### config.mk
export PLATFORM = sky130hd
export DESIGN_NAME = pwm_sample_pacer_flat
export DESIGN_NICKNAME = d
export VERILOG_FILES = /design/src/rtl/pwm_sample_pacer_if.sv /design/src/rtl/pwm_sample_pacer.sv /design/src/flat_wrapper.sv
export SDC_FILE = /design/constraint.sdc
export NUM_CORES = 1
export LEC_CHECK = 0
export ABC_AREA = 1
export BUFFER_PORTS_ARGS = -buffer_cell sky130_fd_sc_hd__buf_2
export CORE_ASPECT_RATIO = 0.6
export CORE_MARGIN = 2
export CORE_UTILIZATION = 33
export DETAILED_ROUTE_END_ITERATION = 10
export GPL_TIMING_DRIVEN = 0
export PLACE_DENSITY_LB_ADDON = 0.2
export REMOVE_ABC_BUFFERS = 1
export SYNTH_ARGS = -nofsm -noshare
export SYNTH_HDL_FRONTEND = slang
export SYNTH_SLANG_ARGS = --single-unit
### constraint.sdc
create_clock -name clock -period 2.7 [get_ports clock]
set_input_delay 0.27 -clock clock [delete_from_list [all_inputs] [get_ports clock]]
set_output_delay 0.27 -clock clock [all_outputs]
set_load 0.01 [all_outputs]
### src/rtl/pwm_sample_pacer_if.sv
// pwm_sample_pacer_if: sample handshake bundle between upstream source, pacer and PWM stage.
// Rev 1.0
`default_nettype none

interface pwm_sample_pacer_if #(
  parameter int WIDTH = 8
) ();
  logic                    in_valid;
  logic                    in_ready;
  logic signed [WIDTH-1:0] in_data;
  logic                    out_valid;
  logic signed [WIDTH-1:0] out_data;

  modport master (
    output in_valid,
    output in_data,
    input  in_ready,
    input  out_valid,
    input  out_data
  );

  modport slave (
    input  in_valid,
    input  in_data,
    output in_ready,
    output out_valid,
    output out_data
  );
endinterface

`default_nettype wire

### src/rtl/pwm_sample_pacer.sv
// pwm_sample_pacer: FIFO that releases one sample per rate_div+1 cycles to the PWM stage.
// Option macro PWM_PACER_HOLD_LAST_EN: underflow repeats the last sample instead of 0. Rev 1.0
`default_nettype none

module pwm_sample_pacer #(
  parameter int WIDTH     = 8,
  parameter int DEPTH     = 16,
  parameter int DIV_WIDTH = 16
) (
  input  logic                   clock,
  input  logic                   clock_sreset_n,
  pwm_sample_pacer_if.slave      bus,
  input  logic [DIV_WIDTH-1:0]   rate_div,
  output logic [$clog2(DEPTH):0] level,
  output logic                   underflow,
  output logic [15:0]            underflow_count
);

  localparam int AW = $clog2(DEPTH);
  localparam int LW = AW + 1;

  localparam logic [LW-1:0]        FULL_LEVEL = LW'(DEPTH);
  localparam logic [LW-1:0]        HALF_LEVEL = LW'(DEPTH / 2);
  localparam logic [LW-1:0]        LVL_ONE    = LW'(1);
  localparam logic [AW-1:0]        PTR_ONE    = AW'(1);
  localparam logic [DIV_WIDTH-1:0] CNT_ONE    = DIV_WIDTH'(1);

  localparam logic [0:0] FILL = 1'b0;
  localparam logic [0:0] RUN  = 1'b1;

  logic [0:0]              state;
  logic [AW-1:0]           rd_ptr;
  logic [AW-1:0]           wr_ptr;
  logic [DIV_WIDTH-1:0]    cnt;
  logic signed [WIDTH-1:0] mem [DEPTH];

  logic                    tick;
  logic                    push;
  logic                    pop;
  logic signed [WIDTH-1:0] fill_value;

  // Ready is forced low while reset is asserted so nothing is accepted mid-reset.
  assign bus.in_ready = clock_sreset_n && (level != FULL_LEVEL);
  assign push         = bus.in_valid && bus.in_ready;
  assign tick         = (cnt == '0);
  assign pop          = (state == RUN) && tick && (level != '0);

`ifdef PWM_PACER_HOLD_LAST_EN
  assign fill_value = bus.out_data;
`else
  assign fill_value = '0;
`endif

  always_ff @(posedge clock) begin
    if (push) begin
      mem[wr_ptr] <= bus.in_data;
    end
  end

  always_ff @(posedge clock) begin
    if (!clock_sreset_n) begin
      state           <= FILL;
      rd_ptr          <= '0;
      wr_ptr          <= '0;
      level           <= '0;
      cnt             <= '0;
      bus.out_valid   <= 1'b0;
      bus.out_data    <= '0;
      underflow       <= 1'b0;
      underflow_count <= '0;
    end else begin
      cnt           <= tick ? rate_div : (cnt - CNT_ONE);
      bus.out_valid <= 1'b0;
      underflow     <= 1'b0;

      if (push) begin
        wr_ptr <= wr_ptr + PTR_ONE;
      end
      if (pop) begin
        rd_ptr <= rd_ptr + PTR_ONE;
      end
      if (push && !pop) begin
        level <= level + LVL_ONE;
      end else if (pop && !push) begin
        level <= level - LVL_ONE;
      end

      if (state == FILL) begin
        if (level >= HALF_LEVEL) begin
          state <= RUN;
        end
      end else if (tick) begin
        bus.out_valid <= 1'b1;
        if (level != '0) begin
          bus.out_data <= mem[rd_ptr];
        end else begin
          // Empty on a tick: emit the fill value and re-prime before resuming.
          bus.out_data <= fill_value;
          underflow    <= 1'b1;
          state        <= FILL;
          if (underflow_count != 16'hFFFF) begin
            underflow_count <= underflow_count + 16'd1;
          end
        end
      end
    end
  end

endmodule

`default_nettype wire

### src/flat_wrapper.sv
// flat-port wrapper written by rule: the top's interface ports become plain ports
module pwm_sample_pacer_flat 
#(
  parameter int WIDTH     = 8,
  parameter int DEPTH     = 16,
  parameter int DIV_WIDTH = 16
)
  (clock, clock_sreset_n, rate_div, level, underflow, underflow_count, bus_in_valid, bus_in_data, bus_in_ready, bus_out_valid, bus_out_data);
  pwm_sample_pacer_if #(.WIDTH(WIDTH)) bus_i ();
  input  logic clock;
  input  logic clock_sreset_n;
  input  logic [DIV_WIDTH-1:0] rate_div;
  output logic [$clog2(DEPTH):0] level;
  output logic underflow;
  output logic [15:0] underflow_count;
  input wire logic [$bits(bus_i.in_valid)-1:0] bus_in_valid;
  input wire logic [$bits(bus_i.in_data)-1:0] bus_in_data;
  output wire logic [$bits(bus_i.in_ready)-1:0] bus_in_ready;
  output wire logic [$bits(bus_i.out_valid)-1:0] bus_out_valid;
  output wire logic [$bits(bus_i.out_data)-1:0] bus_out_data;
  assign bus_i.in_valid = bus_in_valid;
  assign bus_i.in_data = bus_in_data;
  assign bus_in_ready = bus_i.in_ready;
  assign bus_out_valid = bus_i.out_valid;
  assign bus_out_data = bus_i.out_data;
  pwm_sample_pacer #(.WIDTH(WIDTH), .DEPTH(DEPTH), .DIV_WIDTH(DIV_WIDTH)) u_core (.clock(clock), .clock_sreset_n(clock_sreset_n), .bus(bus_i), .rate_div(rate_div), .level(level), .underflow(underflow), .underflow_count(underflow_count));
endmodule
# Word level (Yosys, flattened, before mapping)
# Memory sizes are Yosys's and may differ from the RTL's. A register that Yosys moved wholly into a read port is not among the register bits.
# Cells that the tools add are included.
# classes
reduce_logical,15
bitwise_logic,1
mux,14
n_div,0
shifts,0
add_sub_neg,6
n_mul,0
eq_ne,2
order_cmp,1
# op_table
op,count
"16-bit by 1-bit adder with 16-bit output, second input constant",1
16-bit logical NOT,1
16-bit two-way mux,1
"16-bit inequality test, second input constant",1
"16-bit by 1-bit subtractor with 16-bit output, second input constant",1
5-bit two-way mux,2
"4-bit by 1-bit adder with 4-bit output, second input constant",2
1-bit two-way mux,8
4-bit two-way mux,2
8-bit two-way mux,1
1-bit logical AND,6
"5-bit by 1-bit adder with 5-bit output, second input constant",1
"5-bit by 4-bit greater-or-equal comparator with 1-bit output, second input constant",1
"5-bit inequality test, second input constant",1
5-bit nonzero test,1
"5-bit by 1-bit subtractor with 5-bit output, second input constant",1
2-bit AND reduction,2
4-bit AND reduction,1
3-bit AND reduction,1
1-bit logical NOT,2
2-bit nonzero test,1
1-bit NOT,1
# word_totals
latch_bits,0
output_inout_bits,32
elab_cells,49
register_bits,56
input_bits,27
n_memories,1
ramBits,128
rom_bits,0
# mem_list
name,depth,width,read_ports,rd_clocked_by_memory_dff,write_ports,line_no,rtl
u_core.mem,16,8,1,1,1,pwm_sample_pacer.sv:35,logic signed [WIDTH-1:0] mem [DEPTH];

# Longest topological paths before layout
# Gate-level depths: netlist (run 1).
# logic_depth
ltp_word,7
depth_mapped,16
depth_no_buf,16

# Worst setup path after synthesis (run 1)
# OpenSTA, ideal clock, no wires.
# synth_timing
path_kind,reg2reg
startpoint,register u_core.cnt[0]
endpoint,register u_core.level[4]
required_ns,2.568
setup_ns,0.132
stages_incl_launch_ff,15
path_buffers,0
synth_period_minus_slack_ns,2.322
arrival_time_ns,2.189
path_slack_ns,0.378
cell_sequence,dfxtp_1 > inv_1 > ha_1 > nand3_1 > nor2_1 > nand2_2 > nor2_2 > nand2_2 > ha_1 > fa_1 > o21ai_0 > a21oi_1 > xor2_1 > nand2_1 > a21oi_1
# synth_between
elab_chain_cells,6
word_cells_on_any_way,8
cone_classes,mux (1); reduce/logical (7)
# synth_lines
element,line_no,rtl
"start, declared",pwm_sample_pacer.sv:34,logic [DIV_WIDTH-1:0] cnt;
"start signal, assigned",pwm_sample_pacer.sv:72,cnt <= tick ? rate_div : (cnt - CNT_ONE);
16-bit logical NOT (*),pwm_sample_pacer.sv:45,assign tick = (cnt == '0);
1-bit logical AND (*) (2 in series),pwm_sample_pacer.sv:46,assign pop = (state == RUN) && tick && (level != '0);
1-bit logical NOT,pwm_sample_pacer.sv:82,if (push && !pop) begin
1-bit logical AND,pwm_sample_pacer.sv:82,
5-bit two-way mux / 2-bit nonzero test (equally long branches),-,
"end signal, assigned",pwm_sample_pacer.sv:83,level <= level + LVL_ONE;
"end signal, assigned",pwm_sample_pacer.sv:85,level <= level - LVL_ONE;
"end, declared",pwm_sample_pacer.sv:14,"output logic [$clog2(DEPTH):0] level,"
# Mark *: on every way between the ends. The rest lies on a longest branch, timed or not.
# A chain may end at the register's enable or synchronous reset.

# Worst setup path after layout (run 1)
# Same ends and word-level chain as after synthesis.

==> flow_summary.toml, run 1 <==
[synthesis]
ys_seq_area_share_pct = 58.1
netlist_area_um2 = 8680
ys_types = 37
synth-edff-count = 128
yosys_warnings = 0
synth_area_per_cell_um2 = 8.96
synth-seq-cells = 188
async_flop_share_pct = 0
synth_top_flop_cell = "edfxtp_1"
synthCells = 968

[placement]
dpl.hpwl_um = 14200
preCtsSetupSlack_ns = -0.785
place.gp.congestion = 0.806
numPortBuffers = 58
dp_cells = 1348

[setup_path]
path_buf_inv = 1
cp-end-kind = "register"
reg2reg_slack_ns = 0.17
critPathTopFamily = "adder cells"
path_cells = "inv_1 -> ha_2 -> nand3_1 -> nor2_2 -> nand2_4 -> nor2_4 -> nand2_2 -> ha_2 -> fa_1 -> o21ai_1 -> a21oi_1 -> xor2_1 -> nand2_1 -> a21oi_1"
worst_ep_required_time_ns = 2.98
crit_fanout = 4
criticalPathCategory = "reg -> reg"
critical-path-slowest-cell = "fa_1"
slowest_delay_ns = 0.41
worstSetupStartpointType = "register"
cp.arrival_ns = 2.81

[routing]
wire_per_inst_um = 15.8
first_iter_violations = 576
num_vias = 6377
drt_first_pass_iters = 5
drc_errors = 0
route.antenna.remaining_nets = 0
via_per_inst = 4.61
wirelength_um = 21900

[clocking]
clk_pin_slew_ns = 0.07
cts_tree = "done"
cts_root_buffer = "clkbuf_16"
clk_path_buf_depth = 2
hold_buffers = 0
numCtsBuffers = 17
clk_latency_ns = 0.44
cts_max_level = 4
numClockSinks = 188

[global_route]
grt_use_met1_pct = 27.9
grt_remaining_overflow = 0
grt_pass1_vias = 5891
grt_use_met3_pct = 2.84
top_usage_layer = "met1"
use_met2_pct = 21.7
grt_max_degree = 65
track_usage_pct = 16.8
grt_first_pass_wirelength_um = 34600
antenna_found_initial = 0

[layout]
drive_above_1_share_pct = 12.4
multi_input_area_um2 = 2960
areaGrowthSynthToFinish_pct = 15.0
fin_cells = 1382
fin_nets = 1058
mostFrequentLayoutCells = "nand2_1 (272), inv_1 (139), edfxtp_1 (128)"
layout_commonest_cell = "nand2_1"
fillers = 2628
regArea_um2 = 5050
antenna-diode-count = 0

[timing]
worst_pin_slew_ns = 1.22
worst_slack_ns = 0.170
setup_viol = 0
skew_ns = 0.0107
period_needed_ns = 2.53
finalMaxSlewViolations = 0
finalCritPeriodShare_pct = 93.7
max_freq_mhz = 395
slew_headroom_pct = 18.8
hold_viol = 0

[die]
die_h_um = 130
std_cell_rows = 45
die_area_um2 = 27600
core_area_um2 = 25600
pin_count = 59
die_width_um = 213
initial_core_util_pct = 33.9

[power_and_ir_drop]
power_leakage_nw = 4.18
total_power_mw = 7.38
peakVddDrop_mv = 0.346
powerDensity_nw_per_um2 = 740

[outcome]
status = "finished clean"

[flow_run]
cap_violations = 0

[hold_path]
hold_class = "in -> reg"
worst paths after layout:
kind | startpoint | to | cells after the start
worst min-delay path | rate_div[4] | u_core.cnt[4] | 3
worst max-delay path | u_core.cnt[0] | u_core.level[4] | 14
worst min register to register | u_core.cnt[0] | u_core.cnt[0] | 1
worst max register to register | u_core.cnt[0] | u_core.level[4] | 14
power breakdown:
group	switching, mW	total [mW]	internal, mW	leakage [nW]
clock network	1.17	2.64	1.47	0.289
logic	0.927	1.40	0.470	2.25
registers	0.130	3.34	3.21	1.64
registers in the layout, indices dropped and copies added, names as in the netlist, named ones only:
name                    cells
u_core.bus.out_data         8
u_core.bus.out_valid        1
u_core.cnt                 16
u_core.level                5
u_core.mem                128
u_core.rd_ptr               4
u_core.state                1
u_core.underflow            1
u_core.underflow_count     16
u_core.wr_ptr               4
synthesized netlist by cell type (6+ instances only):
master	number	share of area (%)
nand2_1	272	12
inv_1	141	6.1
edfxtp_1	128	44
nand3_1	124	7.2
dfxtp_1	60	14
nor2_1	53	2.3
a21oi_1	48	2.8
o21ai_0	25	1.4
clkbuf_1	16	0.69
xor2_1	15	1.5
buf_2	13	0.75
ha_1	13	1.9
xnor2_1	7	0.71
nand4_1	6	0.43
nor2_2	6	0.43
area by class of cell:
type / instances / share of cell area, %
clock buffer: 17 / 4.26
clock inverter: 15 / 1.87
inverter: 147 / 5.65
multi-input combinational: 601 / 29.6
sequential: 188 / 50.6
tap: 352 / 4.41
timing repair buffer: 61 / 3.53
timing repair inverter: 1 / 0.0752
routing by layer:
layer  wire, µm  part of all wire [%]
met1      12000                    55
met2       8420                    39
met3       1270                   5.8
met4        192                  0.88
met5          0                     0
cell families (layout without fill, tap and decap cells):
| logic type | after synthesis | after routing | share of synthesized area [%] |
|---|---|---|---|
| AO/OA/AOI/OAI | 81 | 81 | 4.86 |
| XOR/XNOR | 22 | 22 | 2.22 |
| adder cells (fa/ha/maj) | 14 | 14 | 2.11 |
| buffers and inverters | 179 | 241 | 8.09 |
| flip-flops | 188 | 188 | 58.1 |
| AND/OR/NAND/NOR | 484 | 484 | 24.6 |
timing repair:
item                                    in CTS  in global routing
resized for setup                            7                  7
gates cloned                                 1                  0
buffers inserted                             1                  0
pin swaps                                    1                  1
endpoints found under the setup margin      10                  6
tightest hold or removal path: cells and delay by family:
kind / cells / cell delay (ns)
simple gates: 2 / 0.11
buf+inv: 1 / 0.08
metrics by stage:
stage               hold slack [ns]  util (%)   TNS [ns]  instance area (µm²)
floorplan                     0.369         -  -0.000689                 8530
global placement              0.420      36.2     -16.50                 9260
detailed placement            0.428      36.5      -6.39                 9320
CTS                          0.0435      39.0          0                 9970
global route                 0.0502      39.1   -0.00832                 9980
finish                       0.0506      39.1          0                 9980
Note: power is estimated with default switching activity, not from simulation.
==> run 2, diff against run 1 <==
--- a/config.mk
+++ b/config.mk
@@ -7,13 +7,11 @@
 export LEC_CHECK = 0
 export ABC_AREA = 1
 export BUFFER_PORTS_ARGS = -buffer_cell sky130_fd_sc_hd__buf_2
-export CORE_ASPECT_RATIO = 0.6
 export CORE_MARGIN = 2
 export CORE_UTILIZATION = 33
 export DETAILED_ROUTE_END_ITERATION = 10
 export GPL_TIMING_DRIVEN = 0
 export PLACE_DENSITY_LB_ADDON = 0.2
-export REMOVE_ABC_BUFFERS = 1
 export SYNTH_ARGS = -nofsm -noshare
 export SYNTH_HDL_FRONTEND = slang
 export SYNTH_SLANG_ARGS = --single-unit
==> run 2 against run 1 <==
Compared with the run above: die area is 0.15% lower; register-to-register slack better by 0.04 ns; sequential share of layout area is 0.33 points lower; clock power hardly changed; count of clock-buffer cells in the layout is 3 higher; setup slack better by 0.037 ns; hold slack better by 0.0048 ns; design area is 0.55% higher; global-route usage is 0.060 points higher; critical endpoint unchanged; largest power group unchanged.
==> flow_summary.toml, run 2 (synthesis results as in run 1) <==
[flow_run]
cap_violations = 0

[global_route]
grt_pass1_vias = 6212
antenna_found_initial = 0
grt_remaining_overflow = 0
grt_max_degree = 17
grt_first_pass_wirelength_um = 35500
track_usage_pct = 16.9

[routing]
wl_met3_um = 974
drt_first_pass_iters = 6
drc_errors = 0
m1WireLength_um = 10800
route.antenna.remaining_nets = 0
wirelength_um = 22900
via_per_inst = 4.70
dr_wl_met2_um = 10600
first_iter_violations = 524
wire_per_inst_um = 16.4
top_layer_used = "met4"
num_vias = 6563

[setup_path]
worst_ep_required_time_ns = 3.00
slowest_delay_ns = 0.40
crit_fanout = 4
cp.arrival_ns = 2.79
criticalPathCategory = "reg -> reg"
critical-path-slowest-cell = "fa_1"
worstSetupStartpointType = "register"
path_buf_inv = 0
cp-end-kind = "register"
reg2reg_from = "u_core.cnt[12]"
path_cells = "nor2_1 -> nand2_1 -> nor2_2 -> nand2_2 -> nor2_4 -> nand2_2 -> ha_2 -> fa_1 -> o21ai_1 -> a21oi_1 -> xor2_1 -> nand2_1 -> a21oi_1"
worstReg2RegEnd = "u_core.level[4]"
reg2reg_slack_ns = 0.21
critPathTopFamily = "simple AND/OR/NAND/NOR gates"
r2r_cells = 13

[die]
std_cell_rows = 59
die_h_um = 166
die_area_um2 = 27600
core_area_um2 = 25900
die_width_um = 166
pin_count = 59
initial_core_util_pct = 33.5

[layout]
mostFrequentLayoutCells = "nand2_1 (272), inv_1 (140), edfxtp_1 (128)"
fin_cells = 1396
regArea_um2 = 5040
multi_input_area_um2 = 2940
regMostFlops = "u_core.mem"
largest_registers = "u_core.mem: 128 flops, u_core.cnt: 16 flops, u_core.underflow_count: 16 flops"
largest_reg_flops = 128
drive_above_1_share_pct = 12.6
areaGrowthSynthToFinish_pct = 15.7
fillers = 2571
fin_nets = 1089
antenna-diode-count = 0
layout_commonest_cell = "nand2_1"

[synthesis]
syn_nets = 1009

[timing]
worst_slack_ns = 0.207
rsz0062_at_grt = "false"
slew_headroom_pct = 26.4
period_needed_ns = 2.49
setup_viol = 0
worst_pin_slew_ns = 1.10
hold_viol = 0
finalCritPeriodShare_pct = 92.3
finalMaxSlewViolations = 0
hold_ws_ns = 0.0554
skew_ns = 0.00749
max_freq_mhz = 401

[clocking]
numClockSinks = 188
clk_pin_slew_ns = 0.07
cts_max_level = 4
clk_path_buf_depth = 2
clk_latency_ns = 0.44
cts_root_buffer = "clkbuf_16"
cts_tree = "done"
numCtsBuffers = 17

[hold_path]
hold_depth = 3
worstHoldEndpoint = "u_core.cnt[4]"
hp-start = "rate_div[4]"
hold_class = "in -> reg"

[power_and_ir_drop]
total_power_mw = 7.38
power_leakage_nw = 4.23
powerDensity_nw_per_um2 = 735
peakVddDrop_mv = 0.383

[placement]
dp_cells = 1361
dpl.hpwl_um = 16300
place.gp.congestion = 0.898
preCtsSetupSlack_ns = -0.00872
numPortBuffers = 58

[outcome]
status = "finished clean"
==> run 2: worst max path at each step <==
stage | from | to | cells past startpoint
2_1_floorplan | u_core.cnt[0] | u_core.level[4] | 14
3_3_place_gp | u_core.cnt[0] | u_core.level[4] | 14
3_5_place_dp | u_core.cnt[0] | u_core.level[4] | 14
4_1_cts | u_core.cnt[0] | u_core.level[4] | 14
5_1_grt | u_core.cnt[0] | u_core.level[4] | 14
6_report | u_core.cnt[12] | u_core.level[4] | 13
==> run 2: power by group <==
| part | switching [mW] | total (mW) | internal, mW |
|---|---|---|---|
| Sequential | 0.114 | 3.33 | 3.21 |
| Combinational | 0.906 | 1.39 | 0.479 |
| Clock | 1.09 | 2.66 | 1.57 |
==> run 2: repair_timing <==
item                       CTS  global route
buffers inserted             0             3
pin swaps                    0             1
cloned                       0             0
hold endpoints to repair     0             0
setup endpoints to repair    1             2
gates resized for setup      1             4
hold buffers                 0             0
==> run 2: cell type report <==
type / instances / share of cell area (%)
Buffer: 32 / 1.43
Clock inverter: 12 / 1.71
Clock buffer: 20 / 4.45
Tap cell: 335 / 4.18
Inverter: 147 / 5.56
Multi-Input combinational cell: 601 / 29.3
Sequential cell: 188 / 50.3
Timing Repair Buffer: 61 / 3.12
==> run 2: worst reg2reg max path: cells and delay by family, from the launching register on <==
family / cells / cell delay, ns
xor+xnor: 1 / 0.14
compound gates: 3 / 0.30
fa+ha+maj: 2 / 0.61
flops: 1 / 0.34
simple gates: 7 / 0.95
==> run 2: stage by stage <==
step	TNS [ns]	cell area [µm²]	utilization [%]
after global routing	0	10000	38.7
final	0	10000	38.7
after detailed placement	-0.00872	9390	36.2
after CTS	0	10000	38.6
after global placement	-0.00299	9390	36.2
after floorplan	0	8680	-
==> run 2: per-layer routing <==
| layer | vias up | global-route usage [%] |
|---|---|---|
| met5 | - | 0 |
| met4 | 0 | 6.28 |
| met3 | 28 | 2.57 |
| met2 | 160 | 27.3 |
| met1 | 3083 | 23.0 |
| li1 | 3292 | - |
